`src/rtl/mod_field_counter.sv`:
```
// Modulo-N clock/calendar field counter with carry chaining, button auto-repeat,
// synchronous load and a BCD split of the count.
module mod_field_counter #(
    parameter int WIDTH      = 6,
    parameter int MODULUS    = 60,
    parameter int RST_VAL    = 0,
    parameter int REPEAT_DLY = 3,
    parameter int REPEAT_PER = 1
) (
    input  logic             sig_1Hz,
    input  logic             reset,
    input  logic             carry_in,
    input  logic             inc_b,
    input  logic             dec_b,
    input  logic             load,
    input  logic [WIDTH-1:0] load_val,
    output logic [WIDTH-1:0] ctr,
    output logic             carry_out,
    output logic [3:0]       tens,
    output logic [3:0]       ones
);

    // state   | meaning
    // IDLE    | no button held; a valid sample is a new press (one step)
    // DELAY   | press seen, counting hold clocks until auto-repeat starts
    // REPEAT  | auto-repeat, one step every REPEAT_PER clocks
    typedef enum logic [1:0] {ST_IDLE, ST_DELAY, ST_REPEAT} state_t;
    typedef enum logic {DIR_INC, DIR_DEC} dir_t;
    typedef enum logic [1:0] {SMP_NONE, SMP_INC, SMP_DEC} smp_t;

    localparam int CNT_MAX = (REPEAT_DLY > REPEAT_PER) ? REPEAT_DLY : REPEAT_PER;
    localparam int CW      = $clog2(CNT_MAX + 1);
    localparam int EW      = (WIDTH > 8) ? WIDTH : 8;

    localparam logic [WIDTH-1:0] TOP_VAL = WIDTH'(MODULUS - 1);
    localparam logic [WIDTH-1:0] RST_CTR = WIDTH'(RST_VAL);
    localparam logic [CW-1:0]    DLY_C   = CW'(REPEAT_DLY);
    localparam logic [CW-1:0]    PER_C   = CW'(REPEAT_PER);
    localparam logic [CW-1:0]    SAT_C   = CW'(CNT_MAX);

    state_t           state_q, state_d;
    dir_t             dir_q, dir_d;
    logic [CW-1:0]    hold_q, hold_d;
    logic [CW-1:0]    per_q, per_d;
    logic [WIDTH-1:0] ctr_q, ctr_d;

    smp_t             smp;
    dir_t             smp_dir;
    logic             btn_step;
    logic [CW-1:0]    hold_inc;
    logic [CW-1:0]    per_inc;
    logic             step_up;
    logic             step_dn;
    logic [WIDTH-1:0] ctr_inc;
    logic [WIDTH-1:0] ctr_dec;
    logic [WIDTH-1:0] load_clip;
    logic [EW-1:0]    ctr_ext;

    always_comb begin
        smp = SMP_NONE;
        if (inc_b && !dec_b) begin
            smp = SMP_INC;
        end else if (dec_b && !inc_b) begin
            smp = SMP_DEC;
        end
        smp_dir = (smp == SMP_DEC) ? DIR_DEC : DIR_INC;
    end

    assign hold_inc = (hold_q == SAT_C) ? hold_q : hold_q + CW'(1);
    assign per_inc  = (per_q == SAT_C) ? per_q : per_q + CW'(1);

    always_comb begin
        state_d  = state_q;
        dir_d    = dir_q;
        hold_d   = hold_q;
        per_d    = per_q;
        btn_step = 1'b0;
        case (state_q)
            ST_IDLE: begin
                if (smp != SMP_NONE) begin
                    btn_step = 1'b1;
                    dir_d    = smp_dir;
                    state_d  = ST_DELAY;
                    hold_d   = CW'(1);
                    per_d    = '0;
                end
            end
            ST_DELAY, ST_REPEAT: begin
                if (smp == SMP_NONE) begin
                    state_d = ST_IDLE;
                    hold_d  = '0;
                    per_d   = '0;
                end else if (smp_dir != dir_q) begin
                    // reversing direction mid-hold behaves like a fresh press
                    btn_step = 1'b1;
                    dir_d    = smp_dir;
                    state_d  = ST_DELAY;
                    hold_d   = CW'(1);
                    per_d    = '0;
                end else if (state_q == ST_DELAY) begin
                    if (hold_q >= DLY_C) begin
                        btn_step = 1'b1;
                        state_d  = ST_REPEAT;
                        hold_d   = '0;
                        per_d    = '0;
                    end else begin
                        hold_d = hold_inc;
                    end
                end else begin
                    if (per_inc >= PER_C) begin
                        btn_step = 1'b1;
                        per_d    = '0;
                    end else begin
                        per_d = per_inc;
                    end
                end
            end
            default: begin
                state_d = ST_IDLE;
                hold_d  = '0;
                per_d   = '0;
            end
        endcase
    end

    // the step direction is the one latched this clock, so a reversal steps the new way
    assign step_up   = carry_in | (btn_step & (dir_d == DIR_INC));
    assign step_dn   = btn_step & (dir_d == DIR_DEC);
    assign ctr_inc   = (ctr_q == TOP_VAL) ? '0 : ctr_q + WIDTH'(1);
    assign ctr_dec   = (ctr_q == '0) ? TOP_VAL : ctr_q - WIDTH'(1);
    assign load_clip = (32'(load_val) < 32'(MODULUS)) ? load_val : TOP_VAL;

    always_comb begin
        ctr_d = ctr_q;
        if (load) begin
            ctr_d = load_clip;
        end else if (step_up && !step_dn) begin
            ctr_d = ctr_inc;
        end else if (step_dn && !step_up) begin
            ctr_d = ctr_dec;
        end
    end

    always_ff @(posedge sig_1Hz) begin
        if (reset) begin
            state_q <= ST_IDLE;
            dir_q   <= DIR_INC;
            hold_q  <= '0;
            per_q   <= '0;
            ctr_q   <= RST_CTR;
        end else begin
            state_q <= state_d;
            dir_q   <= dir_d;
            hold_q  <= hold_d;
            per_q   <= per_d;
            ctr_q   <= ctr_d;
        end
    end

    // only the carry chain ripples onward; button steps never reach carry_out
    assign carry_out = carry_in & (ctr_q == TOP_VAL) & ~load & ~reset;
    assign ctr       = ctr_q;

    assign ctr_ext = EW'(ctr_q);
    assign tens    = 4'(ctr_ext / EW'(10));
    assign ones    = 4'(ctr_ext % EW'(10));

endmodule

```
`config.mk`:
```
export PLATFORM = sky130hd
export DESIGN_NAME = mod_field_counter
export DESIGN_NICKNAME = d
export VERILOG_FILES = /design/src/rtl/mod_field_counter.sv
export SDC_FILE = /design/constraint.sdc
export NUM_CORES = 1
export LEC_CHECK = 0
export CORE_MARGIN = 5
export CORE_UTILIZATION = 55
export DETAILED_ROUTE_END_ITERATION = 8
export PLACE_DENSITY = 0.84
export SYNTH_ARGS = -nofsm -noshare
export SYNTH_HDL_FRONTEND = slang
export SYNTH_SLANG_ARGS = --single-unit
```
`constraint.sdc`:
```
create_clock -name sig_1Hz -period 7.9 [get_ports sig_1Hz]
set_clock_uncertainty 0.05 [all_clocks]
set_input_delay 1.185 -clock sig_1Hz [delete_from_list [all_inputs] [get_ports sig_1Hz]]
set_output_delay 1.185 -clock sig_1Hz [all_outputs]
set_load 0.01 [all_outputs]
```
Word-level counts from Yosys, hierarchy flattened
Cells that the tools add are included.
{ "classes": {"n_bitwise": 9, "n_reduce_logical": 17, "eq_ne": 12, "n_addsub": 4, "div_mod_pow": 2, "n_lt_le_gt_ge": 3, "mux": 40} }
{ "op_table": {"columns": ["operator", "count"], "rows": [
  ["$mux W2", 19],
  ["$mux W6", 6],
  ["$pmux W2 S2", 3],
  ["$mux W1", 10],
  ["$ne A5 B5 Y1 const B", 2],
  ["$div A6 B4 Y8 const B", 1],
  ["$eq A2 B2 Y1 const B", 4],
  ["$mod A6 B4 Y8 const B", 1],
  ["$ne A4 B4 Y1 const B", 2],
  ["$add A6 B1 Y6 const B", 1],
  ["$eq A6 B6 Y1 const B", 1],
  ["$logic_not A6 Y1", 1],
  ["$lt A6 B6 Y1 const B", 1],
  ["$reduce_and A3 Y1", 2],
  ["$sub A6 B1 Y6 const B", 1],
  ["$and A1 B1 Y1", 5],
  ["$add A2 B1 Y2 const B", 2],
  ["$logic_and A1 B1 Y1", 4],
  ["$logic_not A1 Y1", 4],
  ["$logic_not A2 Y1", 2],
  ["$pmux W1 S2", 2],
  ["$not A1 Y1", 3],
  ["$reduce_bool A3 Y1", 1],
  ["$eq A2 B1 Y1 const B", 1],
  ["8 further kinds", 8]
]} }
{ "word_totals": {"in_bits": 12, "word_cells": 92, "ff_bits": 13, "out_inout_bits": 15} }

Longest topological paths before layout
Gate-level depths: netlist (run 1).
{ "depth": {"word_depth": 18, "depth_mapped": 10, "mapped_depth_nobuf": 9} }

Least setup slack after synthesis (run 1)
OpenSTA, ideal clock, no wires.
{ "synth_path": {"kind": "input port to flip-flop", "from": "input inc_b", "to": "register ctr_q[2], in the netlist ctr[2]", "slack_ns": 4.509, "arrival_time_ns": 3.266, "required_ns": 7.776, "cell_stages": 7, "path_buffers": 0, "setup_time_ns": 0.074, "path_cell_list": "inv_1 ha_1 o41a_1 o22ai_4 mux4_2 or3_1 a31oi_1"} }
{ "synth_via": {"elab_chain_cells": 16, "elab_cells_between_ends": 29, "classes_between": "eq/ne (2); mux (13); bitwise (4); reduce/logical (10)"} }
{ "synth_rtl": {"columns": ["item", "line_no", "text"], "rows": [
  ["start, declared", "13", "input logic inc_b,"],
  ["$logic_not A1 Y1", "63", "end else if (dec_b && !inc_b) begin"],
  ["$logic_and A1 B1 Y1", "63", null],
  ["$mux W2", "63", null],
  ["$mux W2 *", "61", "if (inc_b && !dec_b) begin"],
  ["$eq A2 B2 Y1", "66", "smp_dir = (smp == SMP_DEC) ? DIR_DEC : DIR_INC;"],
  ["$mux W1", "66", null],
  ["$ne A1 B1 Y1", "93", "end else if (smp_dir != dir_q) begin"],
  ["$mux W1", "93", null],
  ["$mux W1", "89", "if (smp == SMP_NONE) begin"],
  ["$pmux W1 S2", "78", "case (state_q)"],
  ["$not A1 Y1", "127", "assign step_up = carry_in | (btn_step & (dir_d == DIR_INC));"],
  ["$and A1 B1 Y1", "127", null],
  ["$or A1 B1 Y1", "127", null],
  ["$logic_and A1 B1 Y1 or $logic_not A1 Y1 (tied branches)", "137, 139", null],
  ["$mux W6 or $logic_and A1 B1 Y1 (tied branches)", "137, 139", null],
  ["$mux W6 or $reduce_bool A3 Y1 (tied branches)", null, null],
  ["end signal, assigned", "156", "ctr_q <= ctr_d;"],
  ["end, declared", "45", "logic [WIDTH-1:0] ctr_q, ctr_d;"]
]} }
Every way passes the cells marked *; elsewhere a longest branch is shown, timed or not.
A chain may end at the register's enable or synchronous reset.

Worst setup path after layout (run 1)
{ "layout_path": {"from": "register ctr_q[3], in the netlist ctr[3]", "to": "output ones[3]"} }
{ "layout_via": {"elab_chain_cells": 1} }
{ "layout_rtl": {"columns": ["item", "line_no", "text"], "rows": [
  ["$mod A6 B4 Y8", "166", "assign ones = 4'(ctr_ext % EW'(10));"],
  ["end, declared", "20", "output logic [3:0] ones"]
]} }
Every way passes these cells.

==> results of run 1 <==
-- worst max-delay path, delay by kind of cell, from the launching register on --
| kind | cells | cell delay, ps |
|---|---|---|
| and+or+nand+nor | 4 | 630 |
| xor gates and xnor gates | 1 | 70 |
| adders and majority gates | 1 | 260 |
| AOI/OAI and AO/OA | 3 | 440 |
| DFF | 1 | 910 |
| buffers and inverters | 1 | 580 |
-- cell type report --
| cell class | instances | share of cell area, % |
|---|---|---|
| clock buffers | 4 | 1.59 |
| inverters | 6 | 1.36 |
| multi-input cells | 167 | 66.3 |
| flip-flops and latches | 11 | 13.3 |
| well taps | 30 | 2.27 |
| repair buffers | 25 | 15.1 |
-- logic make-up (layout without fill, tap and decap cells) --
kind of cell	count (synthesis)	count (layout)	share of synthesized area, %
other	1	1	0.266
muxes	7	7	5.85
xor gates and xnor gates	4	4	2.48
buffers and inverters	23	35	6.65
AOI/OAI and AO/OA	62	62	31.0
adders and majority gates	11	11	9.75
DFF	11	11	15.6
and+or+nand+nor	82	82	28.4
-- cell usage after synthesis, types with 2 or more instances --
cell type	n
sky130_fd_sc_hd__nand4_1	3
sky130_fd_sc_hd__nand2_1	22
sky130_fd_sc_hd__o211ai_1	3
sky130_fd_sc_hd__o21a_1	6
sky130_fd_sc_hd__inv_1	6
sky130_fd_sc_hd__a21oi_1	13
sky130_fd_sc_hd__a221oi_1	3
sky130_fd_sc_hd__buf_4	2
sky130_fd_sc_hd__o2bb2ai_1	2
sky130_fd_sc_hd__dfxtp_1	11
sky130_fd_sc_hd__nor2_1	19
sky130_fd_sc_hd__o2111ai_1	2
sky130_fd_sc_hd__o221ai_1	2
sky130_fd_sc_hd__nand3_1	7
sky130_fd_sc_hd__o21ai_0	12
sky130_fd_sc_hd__or4_1	2
sky130_fd_sc_hd__nor2b_1	6
sky130_fd_sc_hd__a22oi_1	2
sky130_fd_sc_hd__a32oi_1	2
sky130_fd_sc_hd__a31oi_1	2
sky130_fd_sc_hd__a21o_1	2
sky130_fd_sc_hd__clkbuf_1	14
sky130_fd_sc_hd__ha_1	11
sky130_fd_sc_hd__nand2b_1	7
sky130_fd_sc_hd__xor2_1	2
sky130_fd_sc_hd__mux2i_1	6
sky130_fd_sc_hd__nor3_1	9
sky130_fd_sc_hd__xnor2_1	2
-- state kept, by name (all words and copies together) (netlist names) --
signal and cells:
ctr 6, dir_q 1, state_q 2, hold_q 2
-- layer usage --
layer,vias up,wire (um)
met5,-,0
met4,0,14
met3,2,160
met2,45,1890
met1,723,1600
li1,752,-
-- how the worst max path moves through the flow --
stage           start         to  slack, ps  cells past startpoint
6_report       ctr[3]    ones[3]       3490                     10
5_1_grt        ctr[3]    ones[3]       3260                     10
4_1_cts        ctr[3]    ones[3]       3500                     10
3_5_place_dp     load  carry_out       3730                      3
3_3_place_gp     load  carry_out       3800                      3
2_1_floorplan   inc_b     ctr[2]       4510                      7
-- report_power, final --
part	internal, mW	switching, mW
Combinational	0.0914	0.0887
Clock	0.0196	0.0195
Sequential	0.0622	0.0261
-- stage by stage --
| stage | std cells | hold slack [ps] | worst slack (ps) |
|---|---|---|---|
| 4_1_cts | 243 | 472 | 3500 |
| 2_1_floorplan | 201 | 431 | 4510 |
| 3_3_place_gp | 239 | 449 | 3800 |
| 6_report | 243 | 472 | 3490 |
| 3_5_place_dp | 239 | 462 | 3730 |
| 5_1_grt | 243 | 520 | 3260 |
==> results.toml, run 1 <==
[global_route]
grt_first_pass_wirelength_um = 5950
grt_util_all_layers_pct = 20.6
globalRoute.totalOverflow = 0
antenna_found_initial = 0
grt.met3_usage_pct = 2.34
first_global_vias = 1425
grt_use_met1_pct = 24.8
largest_net_degree_at_the_start_of_global_routing = 30
busiest_layer = "met2"
groute.layer.met2.usage_pct = 37.6

[sta]
final.period_utilization_pct = 55.8
rsz0062_at_grt = "false"
setup_tns_ps = 0
fin_crit_ps = 4410
measured_slew_at_the_worst_slew_check_pin_ps = 902
timing_hold_violations_final = 0
setup_viol = 0
fmaxAchievable_ghz = 0.227
slew_headroom_pct = 39.8
slew_viol_final = 0

[worst_setup_path]
slowest_delay_ps = 910
required_ps = 6660
setup.worst_path.start_class = "register"
path_max_fanout = 29
timing.reg2reg.worst_path_depth = 8
worst_r2r_setup_slack_ps = 5120
slowest_cp_cell = "sky130_fd_sc_hd__dfxtp_1"
timing.critical_path.mode_cell = "sky130_fd_sc_hd__nand2_1"
worst-endpoint-arrival_ps = 3180
timing.rr.start = "state_q[0]"
cp_cell_sequence = "nand2b_1, nand2_1, nand2_1, a21o_1, xnor2_1, ha_1, nor3_1, a21oi_1, o2111ai_1, clkdlybuf4s50_1"
worst_setup_path_end_kind = "output port"
rr_endpoint = "ctr[2]"
worstSetupPathType = "register to output port"

[floorplan]
initial_utilization_pct = 57.5
die_h_um = 60.7
die_width_um = 60.7
die_area_um2 = 3680
floorplan.core_area_um2 = 2450
floorplan_row_count = 18
io_pins = 27

[detailed_routing]
first_pass_iters = 4
drt_wl_total_um = 3660
vias_per_cell = 6.26
final_antenna_net_count = 0
vias = 1522
post_route_drc_violation_count = 0
first_iter_violations = 71
route.detailed.wl_per_inst_um = 15.1

[yosys]
async_flop_share_pct = 0
synthesis.instances = 201
synth.largest_area_cell = "sky130_fd_sc_hd__dfxtp_1"
post_synth_instance_area_um2 = 1410
yosys.cell_types.count = 49
synth_flop_cell = "sky130_fd_sc_hd__dfxtp_1"
synth_seq_cells = 11
yosysSeqAreaShare_pct = 15.6
synth_enable_flop_cells = 0
mappedNetlistNets = 224
synth_top_area_share_pct = 15.6
yosys_warnings = 0
synth_top_cells_by_area = "sky130_fd_sc_hd__dfxtp_1, sky130_fd_sc_hd__ha_1, sky130_fd_sc_hd__nand2_1, sky130_fd_sc_hd__nor2_1, sky130_fd_sc_hd__a21oi_1"
synthesis.area_per_instance_um2 = 7.02

[min_path]
hold_path_end = "hold_q[0]"
hold_sp = "hold_q[0]"
min_path_type = "register to register"
whs_path_depth = 2

[placed_design]
place.gp.congestion = 0.944
numPortBuffers = 25
postPlaceCellArea_um2 = 1630
place_hpwl_um = 2730

[cts]
post_cts_resized = 0
tritoncts = "done"
cts_root_buffer = "sky130_fd_sc_hd__clkbuf_4"
clock_path_buffers = 2
post_cts_hold_buffer_count = 0
cts_inserted_buffers = 3
clkSlewWorstSetupHoldPaths_ps = 80
clock_sinks = 11
post-cts-setup-buffer-count = 0
worstSkewPairLatency_ps = 270
clock_tree.htree_level_count = 1

[power_and_ir_drop]
power.density_cell_area_nw_per_um2 = 186
vdd_drop_max_mv = 0.126
power_leakage_nw = 0.618
total_power_mw = 0.308

[layout]
layout.nets = 237
final_cell_mix = "sky130_fd_sc_hd__clkdlybuf4s50_1, sky130_fd_sc_hd__nand2_1, sky130_fd_sc_hd__nor2_1"
final-seq-area_um2 = 220
n_antenna_cell = 0
ratio_of_cells_with_drive_above_1_in_the_final_layout_pct = 3.76
multi_input_logic_area_um2 = 1100
fillers = 223
final_common_cell = "sky130_fd_sc_hd__clkdlybuf4s50_1"
layout.cell_area.non_filler_um2 = 1650
fin_util_pct = 67.4
layout-area-overhead-vs-synth_pct = 17.2

[status]
status = "completed"

[job]
drv_cap = 0
Note: power is estimated with default switching activity, not from simulation.
==> run 2, diff against run 1 <==
--- a/config.mk
+++ b/config.mk
@@ -6,9 +6,9 @@
 export NUM_CORES = 1
 export LEC_CHECK = 0
 export CORE_MARGIN = 5
-export CORE_UTILIZATION = 55
+export CORE_UTILIZATION = 52
 export DETAILED_ROUTE_END_ITERATION = 8
-export PLACE_DENSITY = 0.84
+export PLACE_DENSITY = 0.8
 export SYNTH_ARGS = -nofsm -noshare
 export SYNTH_HDL_FRONTEND = slang
 export SYNTH_SLANG_ARGS = --single-unit
==> constraint.sdc (replaced) <==
create_clock -name sig_1Hz -period 4.4 [get_ports sig_1Hz]
set_clock_uncertainty 0.05 [all_clocks]
set_input_delay 0.66 -clock sig_1Hz [delete_from_list [all_inputs] [get_ports sig_1Hz]]
set_output_delay 0.66 -clock sig_1Hz [all_outputs]
set_load 0.01 [all_outputs]
==> run 2 against run 1 <==
Combinational power grew 95%; first-iteration DRC count grew 54%; critical path depth shrank 2; power grew 82%; sequential share of layout area shrank 0.18 points; final area grew 1.4%; global-route usage grew 0.58 points; final cell count grew 1.2%; largest cell class unchanged.
==> results.toml, run 2 (same netlist as run 1, synthesis figures left out) <==
[status]
status = "completed"

[cts]
clock_tree.htree_level_count = 1
clock_sinks = 11
post-cts-setup-buffer-count = 0
clock_path_buffers = 2
cts_inserted_buffers = 3
tritoncts = "done"
clkSlewWorstSetupHoldPaths_ps = 80
post_cts_hold_buffer_count = 0
cts_root_buffer = "sky130_fd_sc_hd__clkbuf_4"
post_cts_resized = 0
worstSkewPairLatency_ps = 270

[global_route]
busiest_layer = "met2"
antenna_found_initial = 0
globalRoute.totalOverflow = 0
grt.met3_usage_pct = 1.24
grt_util_all_layers_pct = 21.2
grt_use_met1_pct = 25.6
groute.layer.met2.usage_pct = 38.6
largest_net_degree_at_the_start_of_global_routing = 27
grt_first_pass_wirelength_um = 6350
first_global_vias = 1488

[sta]
timing_hold_violations_final = 0
slew_headroom_pct = 50.2
rsz0062_at_grt = "false"
hold-worst-slack_ps = 479
slew_viol_final = 0
setup_viol = 0
setup_tns_ps = 0
final.period_utilization_pct = 81.5
fin_crit_ps = 3590
measured_slew_at_the_worst_slew_check_pin_ps = 746
fmaxAchievable_ghz = 0.279

[worst_setup_path]
worst_setup_path_end_kind = "output port"
slowest_cp_cell = "sky130_fd_sc_hd__dfxtp_1"
slowest_delay_ps = 580
critical_path.top_delay_family = "compound AO/OA/AOI/OAI gates"
worst_r2r_setup_slack_ps = 1620
worstSetupPathType = "register to output port"
cp_cell_sequence = "inv_1, ha_1, nor2_1, nand2_1, a221oi_1, a21oi_1, a311o_1, clkdlybuf4s50_1"
rr_endpoint = "ctr[2]"
cp.buffers_inverters = 2
path_max_fanout = 12
required_ps = 3690
timing.rr.start = "state_q[0]"
worst-endpoint-arrival_ps = 2880
timing.reg2reg.worst_path_depth = 8
setup.worst_path.start_class = "register"

[floorplan]
initial_utilization_pct = 55.5
floorplan.core_area_um2 = 2540
die_h_um = 62.1
die_width_um = 62.1
die_area_um2 = 3860
floorplan_row_count = 18
io_pins = 27

[detailed_routing]
first_pass_iters = 4
final_antenna_net_count = 0
post_route_drc_violation_count = 0
drt_wl_total_um = 3680
vias_per_cell = 6.15
vias = 1513
route.detailed.wl_per_inst_um = 14.9
first_iter_violations = 109

[power_and_ir_drop]
power.density_cell_area_nw_per_um2 = 333
power_leakage_nw = 0.633
vdd_drop_max_mv = 0.216

[job]
drv_cap = 0

[layout]
final_cell_mix = "sky130_fd_sc_hd__clkdlybuf4s50_1, sky130_fd_sc_hd__nand2_1, sky130_fd_sc_hd__nor2_1"
final_common_cell = "sky130_fd_sc_hd__clkdlybuf4s50_1"
ratio_of_cells_with_drive_above_1_in_the_final_layout_pct = 5.09
layout.cells.non_filler = 246
layout-area-overhead-vs-synth_pct = 18.8
n_antenna_cell = 0
layout.nets = 240
largest_register_ff_count = 6

[min_path]
hold_sp = "hold_q[1]"
min_path_type = "register to register"
hold_path_end = "hold_q[1]"
whs_path_depth = 2

[placed_design]
placed_instance_count = 242
place_hpwl_um = 2760
place.gp.congestion = 0.921
numPortBuffers = 25
==> run 2: cell types whose count changed in the layout (fill, tap and decap cells not counted), sizes merged <==
| cell | delta |
|---|---|
| buf | +3 |
==> run 2: tightest hold or removal path: cells and delay by family, from the launching register on <==
| kind | cells | cell delay [ps] |
|---|---|---|
| AOI/OAI and AO/OA | 1 | 80 |
| DFF | 1 | 340 |
| and+or+nand+nor | 1 | 80 |
==> run 2: layer usage <==
metal	up-vias	share of wire (%)
met5	-	0
met4	0	0.73
met3	2	3.6
met2	36	51
met1	699	45
li1	776	-
==> run 2: where the power goes <==
part           switching, mW  internal, mW  leakage (nW)
Sequential            0.0241         0.112        0.0908
Combinational          0.182         0.169         0.528
Clock                 0.0365        0.0351        0.0150
Total                  0.243         0.316         0.633
==> run 2: worst max path at each step <==
stage	startpoint	end	slack (ps)	cells past startpoint
after global routing	ctr[0]	ones[2]	550	8
after detailed placement	inc_b	ctr[2]	920	8
final	ctr[0]	ones[2]	810	8
after global placement	inc_b	ctr[2]	1000	8
after floorplan	inc_b	ctr[2]	1530	7
after CTS	ctr[0]	ones[2]	810	8
==> run 2: cell type report <==
type                            instances  area [um2]
Clock buffer                            4        26.3
Fill cell                             253         868
Inverter                                6        22.5
Multi-Input combinational cell        167        1100
Sequential cell                        11         220
Tap cell                               30        37.5
Timing Repair Buffer                   28         273
==> run 2: metrics by stage <==
step	instance area [um2]	setup slack (ps)	power, mW	utilization, %
3_3_place_gp	1650	1000	0.476	64.8
4_1_cts	1680	812	0.560	65.9
6_report	1680	814	0.559	65.9
5_1_grt	1680	546	0.606	65.9
2_1_floorplan	1410	1530	0.374	-
3_5_place_dp	1650	916	0.486	64.8
